<file path="src/rtl/spi_cfg_sequencer.sv">
// Write-only SPI mode-0 master that queues {1'b1, addr, data} register writes in a small FIFO
// and serialises them MSB first on sclk/ncs/copi for the PWM configuration peripheral.
module spi_cfg_sequencer #(
   parameter int CLK_DIV    = 4,
   parameter int CS_GAP     = 2,
   parameter int FIFO_DEPTH = 4
) (
   input  logic       clk,
   input  logic       rst,
   input  logic       cmd_valid,
   output logic       cmd_ready,
   input  logic [6:0] cmd_addr,
   input  logic [7:0] cmd_data,
   output logic       sclk,
   output logic       ncs,
   output logic       copi,
   output logic       busy,
   output logic       frame_done,
   output logic [4:0] fifo_level
);

   localparam int         PTR_W    = (FIFO_DEPTH > 1) ? $clog2(FIFO_DEPTH) : 1;
   localparam logic [7:0] DIV_LAST = 8'(CLK_DIV - 1);
   localparam logic [7:0] GAP_LAST = 8'(CS_GAP - 1);
   localparam logic [4:0] DEPTH    = 5'(FIFO_DEPTH);

   typedef enum logic [2:0] {IDLE, SETUP, LOW, HIGH, HOLD, GAP} state_t;

   logic [15:0]      mem_q [FIFO_DEPTH];
   logic [PTR_W-1:0] wrPtr_q, wrPtr_d, rdPtr_q, rdPtr_d;
   logic [4:0]       level_q, level_d;
   logic             push, pop;

   state_t      state_q;
   logic [7:0]  divCnt_q;
   logic [3:0]  bitCnt_q;
   logic [15:0] shift_q;
   logic        sclk_q, ncs_q, frameDone_q;

   // A full FIFO refuses pushes even if a pop frees a slot in the same cycle.
   assign cmd_ready = (level_q != DEPTH);
   assign push      = cmd_valid && cmd_ready;
   assign pop       = (state_q == IDLE) && (level_q != 5'd0);

   always_comb begin
      wrPtr_d = wrPtr_q;
      rdPtr_d = rdPtr_q;
      level_d = level_q;
      if (push) wrPtr_d = wrPtr_q + 1'b1;
      if (pop)  rdPtr_d = rdPtr_q + 1'b1;
      if (push && !pop)      level_d = level_q + 5'd1;
      else if (pop && !push) level_d = level_q - 5'd1;
   end

   always_ff @(posedge clk or posedge rst) begin
      if (rst) begin
         wrPtr_q <= '0;
         rdPtr_q <= '0;
         level_q <= '0;
      end else begin
         wrPtr_q <= wrPtr_d;
         rdPtr_q <= rdPtr_d;
         level_q <= level_d;
      end
   end

   always_ff @(posedge clk) begin
      if (push) mem_q[wrPtr_q] <= {1'b1, cmd_addr, cmd_data};
   end

   // copi is the shift register MSB, so it only moves when the engine shifts on a falling sclk.
   always_ff @(posedge clk or posedge rst) begin
      if (rst) begin
         state_q     <= IDLE;
         divCnt_q    <= '0;
         bitCnt_q    <= '0;
         shift_q     <= '0;
         sclk_q      <= 1'b0;
         ncs_q       <= 1'b1;
         frameDone_q <= 1'b0;
      end else begin
         frameDone_q <= 1'b0;
         case (state_q)
            IDLE: begin
               if (pop) begin
                  shift_q  <= mem_q[rdPtr_q];
                  bitCnt_q <= 4'd15;
                  divCnt_q <= '0;
                  ncs_q    <= 1'b0;
                  state_q  <= SETUP;
               end
            end
            SETUP, LOW: begin
               if (divCnt_q == DIV_LAST) begin
                  divCnt_q <= '0;
                  sclk_q   <= 1'b1;
                  state_q  <= HIGH;
               end else begin
                  divCnt_q <= divCnt_q + 8'd1;
               end
            end
            HIGH: begin
               if (divCnt_q == DIV_LAST) begin
                  divCnt_q <= '0;
                  sclk_q   <= 1'b0;
                  if (bitCnt_q == 4'd0) begin
                     ncs_q       <= 1'b1;
                     frameDone_q <= 1'b1;
                     state_q     <= HOLD;
                  end else begin
                     shift_q  <= {shift_q[14:0], 1'b0};
                     bitCnt_q <= bitCnt_q - 4'd1;
                     state_q  <= LOW;
                  end
               end else begin
                  divCnt_q <= divCnt_q + 8'd1;
               end
            end
            // Single cycle with ncs back high and frame_done asserted; copi keeps the last bit.
            HOLD: begin
               divCnt_q <= '0;
               state_q  <= GAP;
            end
            GAP: begin
               if (divCnt_q == GAP_LAST) begin
                  divCnt_q <= '0;
                  state_q  <= IDLE;
               end else begin
                  divCnt_q <= divCnt_q + 8'd1;
               end
            end
            default: state_q <= IDLE;
         endcase
      end
   end

   assign sclk       = sclk_q;
   assign ncs        = ncs_q;
   assign copi       = shift_q[15];
   assign frame_done = frameDone_q;
   assign fifo_level = level_q;
   assign busy       = (level_q != 5'd0) || (state_q != IDLE);

endmodule
</file>
<file path="config.mk">
export PLATFORM = sky130hd
export DESIGN_NAME = spi_cfg_sequencer
export DESIGN_NICKNAME = d
export VERILOG_FILES = /design/src/rtl/spi_cfg_sequencer.sv
export SDC_FILE = /design/constraint.sdc
export NUM_CORES = 1
export LEC_CHECK = 0
export CORE_MARGIN = 2
export CORE_UTILIZATION = 25
export CTS_CLUSTER_DIAMETER = 100
export CTS_CLUSTER_SIZE = 28
export DETAILED_ROUTE_END_ITERATION = 10
export SETUP_SLACK_MARGIN = 0.05
export SLEW_MARGIN = 10
export SYNTH_ARGS = -nofsm -noshare
export SYNTH_HDL_FRONTEND = slang
export SYNTH_SLANG_ARGS = --single-unit
</file>
<file path="constraint.sdc">
create_clock -name clk -period 3.15 [get_ports clk]
set_input_delay 0.315 -clock clk [delete_from_list [all_inputs] [get_ports clk]]
set_output_delay 0.315 -clock clk [all_outputs]
set_load 0.01 [all_outputs]
</file>
==> key figures <==
Status
  • Status: complete, no violations

Floorplan
  • Core area: 0.0178 mm2
  • Row cnt: 49
  • Initial Util: 25.3%
  • DIE WIDTH: 138 um
  • IO Pins: 29
  • Die height: 138 um
  • Die area: 0.0191 mm2

Route
  • Post-DR vias/cell: 4.44
  • DR vias: 2612
  • TritonRoute pass-1 iters: 4
  • Routed len/inst: 14.5 um
  • DRT iter0 DRCs: 141
  • DRT antenna net count: 0
  • DR DRC count: 0
  • Final WL: 8.52 mm

Clocking
  • CTS tree: done
  • Clock latency on the worst-skew pair: 0.35 ns
  • Root buffer cell: clkbuf_16
  • Clock buffer depth: 2
  • Post-CTS setup buffer count: 0
  • CTS Hold Bufs: 0
  • Clock transition at path regs: 0.07 ns
  • Post-CTS Resized: 0
  • CTS buffer count: 9
  • Clk sinks: 103
  • H-tree levels: 3

Timing
  • Max-slew violation count: 0
  • Final worst slack: 0.363 ns
  • Skew final: 0.00578 ns
  • Relative slew margins: 39.2%
  • Final Setup Violations: 0
  • TNS Setup: 0 ns
  • Period minus WS final: 2.79 ns
  • Post-route clock period utilization: 88.5%
  • Hold Vio Cnt, Final: 0
  • RSZ-0062 raised after global routing: false
  • Highest clock rate: 359 MHz
  • Worst slew pin tran: 0.912 ns

Global route
  • Grt ovf: 0
  • GR Util All Layers: 9.75%
  • Vias in the first global route: 2730
  • Largest net degree at the start of global routing: 38
  • First-pass GRT wire length: 14.6 mm
  • Initial antenna violation count: 0

Placed design
  • Placed Area: 0.00500 mm2
  • Routability cong.: 0.788
  • Buffers on Ports: 28
  • HPWL Detailed: 5.51 mm
  • Dpl ws: 0.283 ns

Logic synthesis
  • Synth Area in Adders: 3.79%
  • Post-synth top area cell: edfxtp_1
  • Async S/R FF share, synth: 41.7%
  • Largest family of logic cells by synthesized area: simple AND/OR/NAND/NOR gates
  • Ys flop type: edfxtp_1
  • Synth Register Bits: 103
  • Synth Area per Inst: 13.8 um2
  • Simple-gate area share of the yosys netlist: 11.0%
  • Mux share of post-synthesis cell area: 8.19%
  • Post-synth EDFFs: 60
  • Share of the synthesized area in the top cell type: 40.1%
  • Cells after Synth: 326
  • Yosys cell types: 49
  • Mapped Nets: 357
  • Compound-Gate Fraction of Synth Area: 8.33%
  • Ys Warns: 0
  • Post-synthesis sequential area ratio: 64.1%
  • Post-synthesis xor/xnor area fraction: 1.56%
  • Mapped cell area: 0.00449 mm2
  • Area contributors post-synth: edfxtp_1, dfrtp_1, mux4_2

Flow run
  • # Max-Cap Violations: 0

Power and ir drop
  • Leak Pwr: 2.03 nW
  • Final Power: 3.48 mW
  • Power per cell area: 652 mW/mm2
  • VDD IR max: 0.370 mV

Finish
  • Antenna cells: 0
  • Finished Cell Area: 0.00533 mm2
  • FILL cells: 1797
  • Share of cells above drive strength 1: 12.8%
  • Area grow syn2layout: 18.7%
  • NumNets Final: 385
  • Fin util: 30.0%

Worst hold path
  • Hold Path Class: primary input to async pin

Critical path
  • Startpoint types: register
  • CP endpoint kind: register
  • Kind of critical path: register to register
  • Worst EP arrival: 3.05 ns
  • Maximum fanout along the worst path: 6
  • Critical Path RT: 3.42 ns
[worst max-delay path, stage by stage, from the launching register on]
cell     delay, ns
dfrtp_1       0.45
or4_4         0.58
o21ai_4       0.23
ha_1          0.26
inv_1         0.11
ha_1          0.33
a21o_1        0.20
a21oi_1       0.16
mux2i_1       0.23
xnor2_1       0.15
[routing by layer]
metal / GRT usage [%] / share of wire [%] / up-vias
met5: 0 / 0 / -
met4: 4.14 / 1.4 / 0
met3: 2.46 / 3.8 / 9
met2: 16.9 / 50 / 47
met1: 11.6 / 45 / 1296
li1: - / - / 1260
[where the power goes]
part	internal, mW	total, mW	switching, mW
sequential	1.65	1.74	0.0932
combinational	0.250	0.551	0.301
clock	0.643	1.19	0.545
[synthesized netlist by cell type (6+ instances only)]
cell and n:
ha_1 12, nand2_1 40, dfrtp_1 42, a31oi_1 21, inv_1 14, o21ai_0 7, mux4_2 15, and3_1 8
edfxtp_1 60, nor2_1 26, buf_2 7, xnor2_1 6, a21oi_1 8
[sequential cells by signal, indices dropped and copies added (netlist names)]
name and count:
frame_done 1, state_q 3, rdPtr_q 2, divCnt_q 8
bitCnt_q 4, wrPtr_q 2, shift_q 16, mem_q 60
sclk 1, ncs 1, fifo_level 5
[cell usage in the layout, fill, tap and decap left out, types with 2 or more instances in the layout]
cell / n
mux4_2: 15
nand3_1: 5
nand2_1: 40
edfxtp_1: 60
a41oi_1: 2
o22a_1: 2
a21oi_1: 8
xnor2_1: 6
and3_1: 8
buf_4: 4
clkbuf_16: 9
nand2b_1: 5
mux2i_1: 3
clkdlybuf4s50_1: 28
o21ai_0: 7
a31oi_1: 21
ha_1: 12
xor2_1: 2
nor2_1: 26
inv_8: 3
a21oi_2: 2
dfrtp_1: 42
nand3b_1: 2
inv_1: 13
a21o_1: 3
nor3_1: 2
[through the flow]
stage,cells,hold WS [ns]
floorplan,326,0.414
global placement,572,0.493
detailed placement,572,0.496
CTS,588,0.324
global route,588,0.372
finish,588,0.320
[cells by family (layout without fill, tap and decap cells)]
kind of cell,after synthesis,after routing
flops,103,103
simple gates,101,101
compound gates,54,54
buf+inv,29,62
mux,18,18
fa+ha+maj,13,13
xor+xnor,8,8
[final timing paths]
path	start	end	slack, ns	cells after the start
worst max-delay path	fifo_level[0]$_DFFE_PP0P_	fifo_level[4]$_DFFE_PP0P_	0.36	9
worst min-delay path	rst	frame_done$_DFF_PP0_	0.32	2
worst max register to register	fifo_level[0]$_DFFE_PP0P_	fifo_level[4]$_DFFE_PP0P_	0.36	9
worst min register to register	ncs$_DFFE_PP1P_	ncs$_DFFE_PP1P_	0.50	2
max in group asynchronous	rst	shift_q[10]$_DFFE_PP0P_	2.11	3
min in group clk	ncs$_DFFE_PP1P_	ncs$_DFFE_PP1P_	0.50	2
[cell type report]
| type | instances | area, um2 | share of cell area, % |
|---|---|---|---|
| Multi-Input combinational cell | 194 | 1480 | 27.8 |
| Inverter | 14 | 52.6 | 0.985 |
| Clock buffer | 9 | 225 | 4.22 |
| Tap cell | 229 | 287 | 5.37 |
| Clock inverter | 7 | 96.3 | 1.81 |
| Timing Repair Buffer | 32 | 310 | 5.82 |
| Sequential cell | 103 | 2880 | 54.0 |
Power figures use the tool's default switching activity.
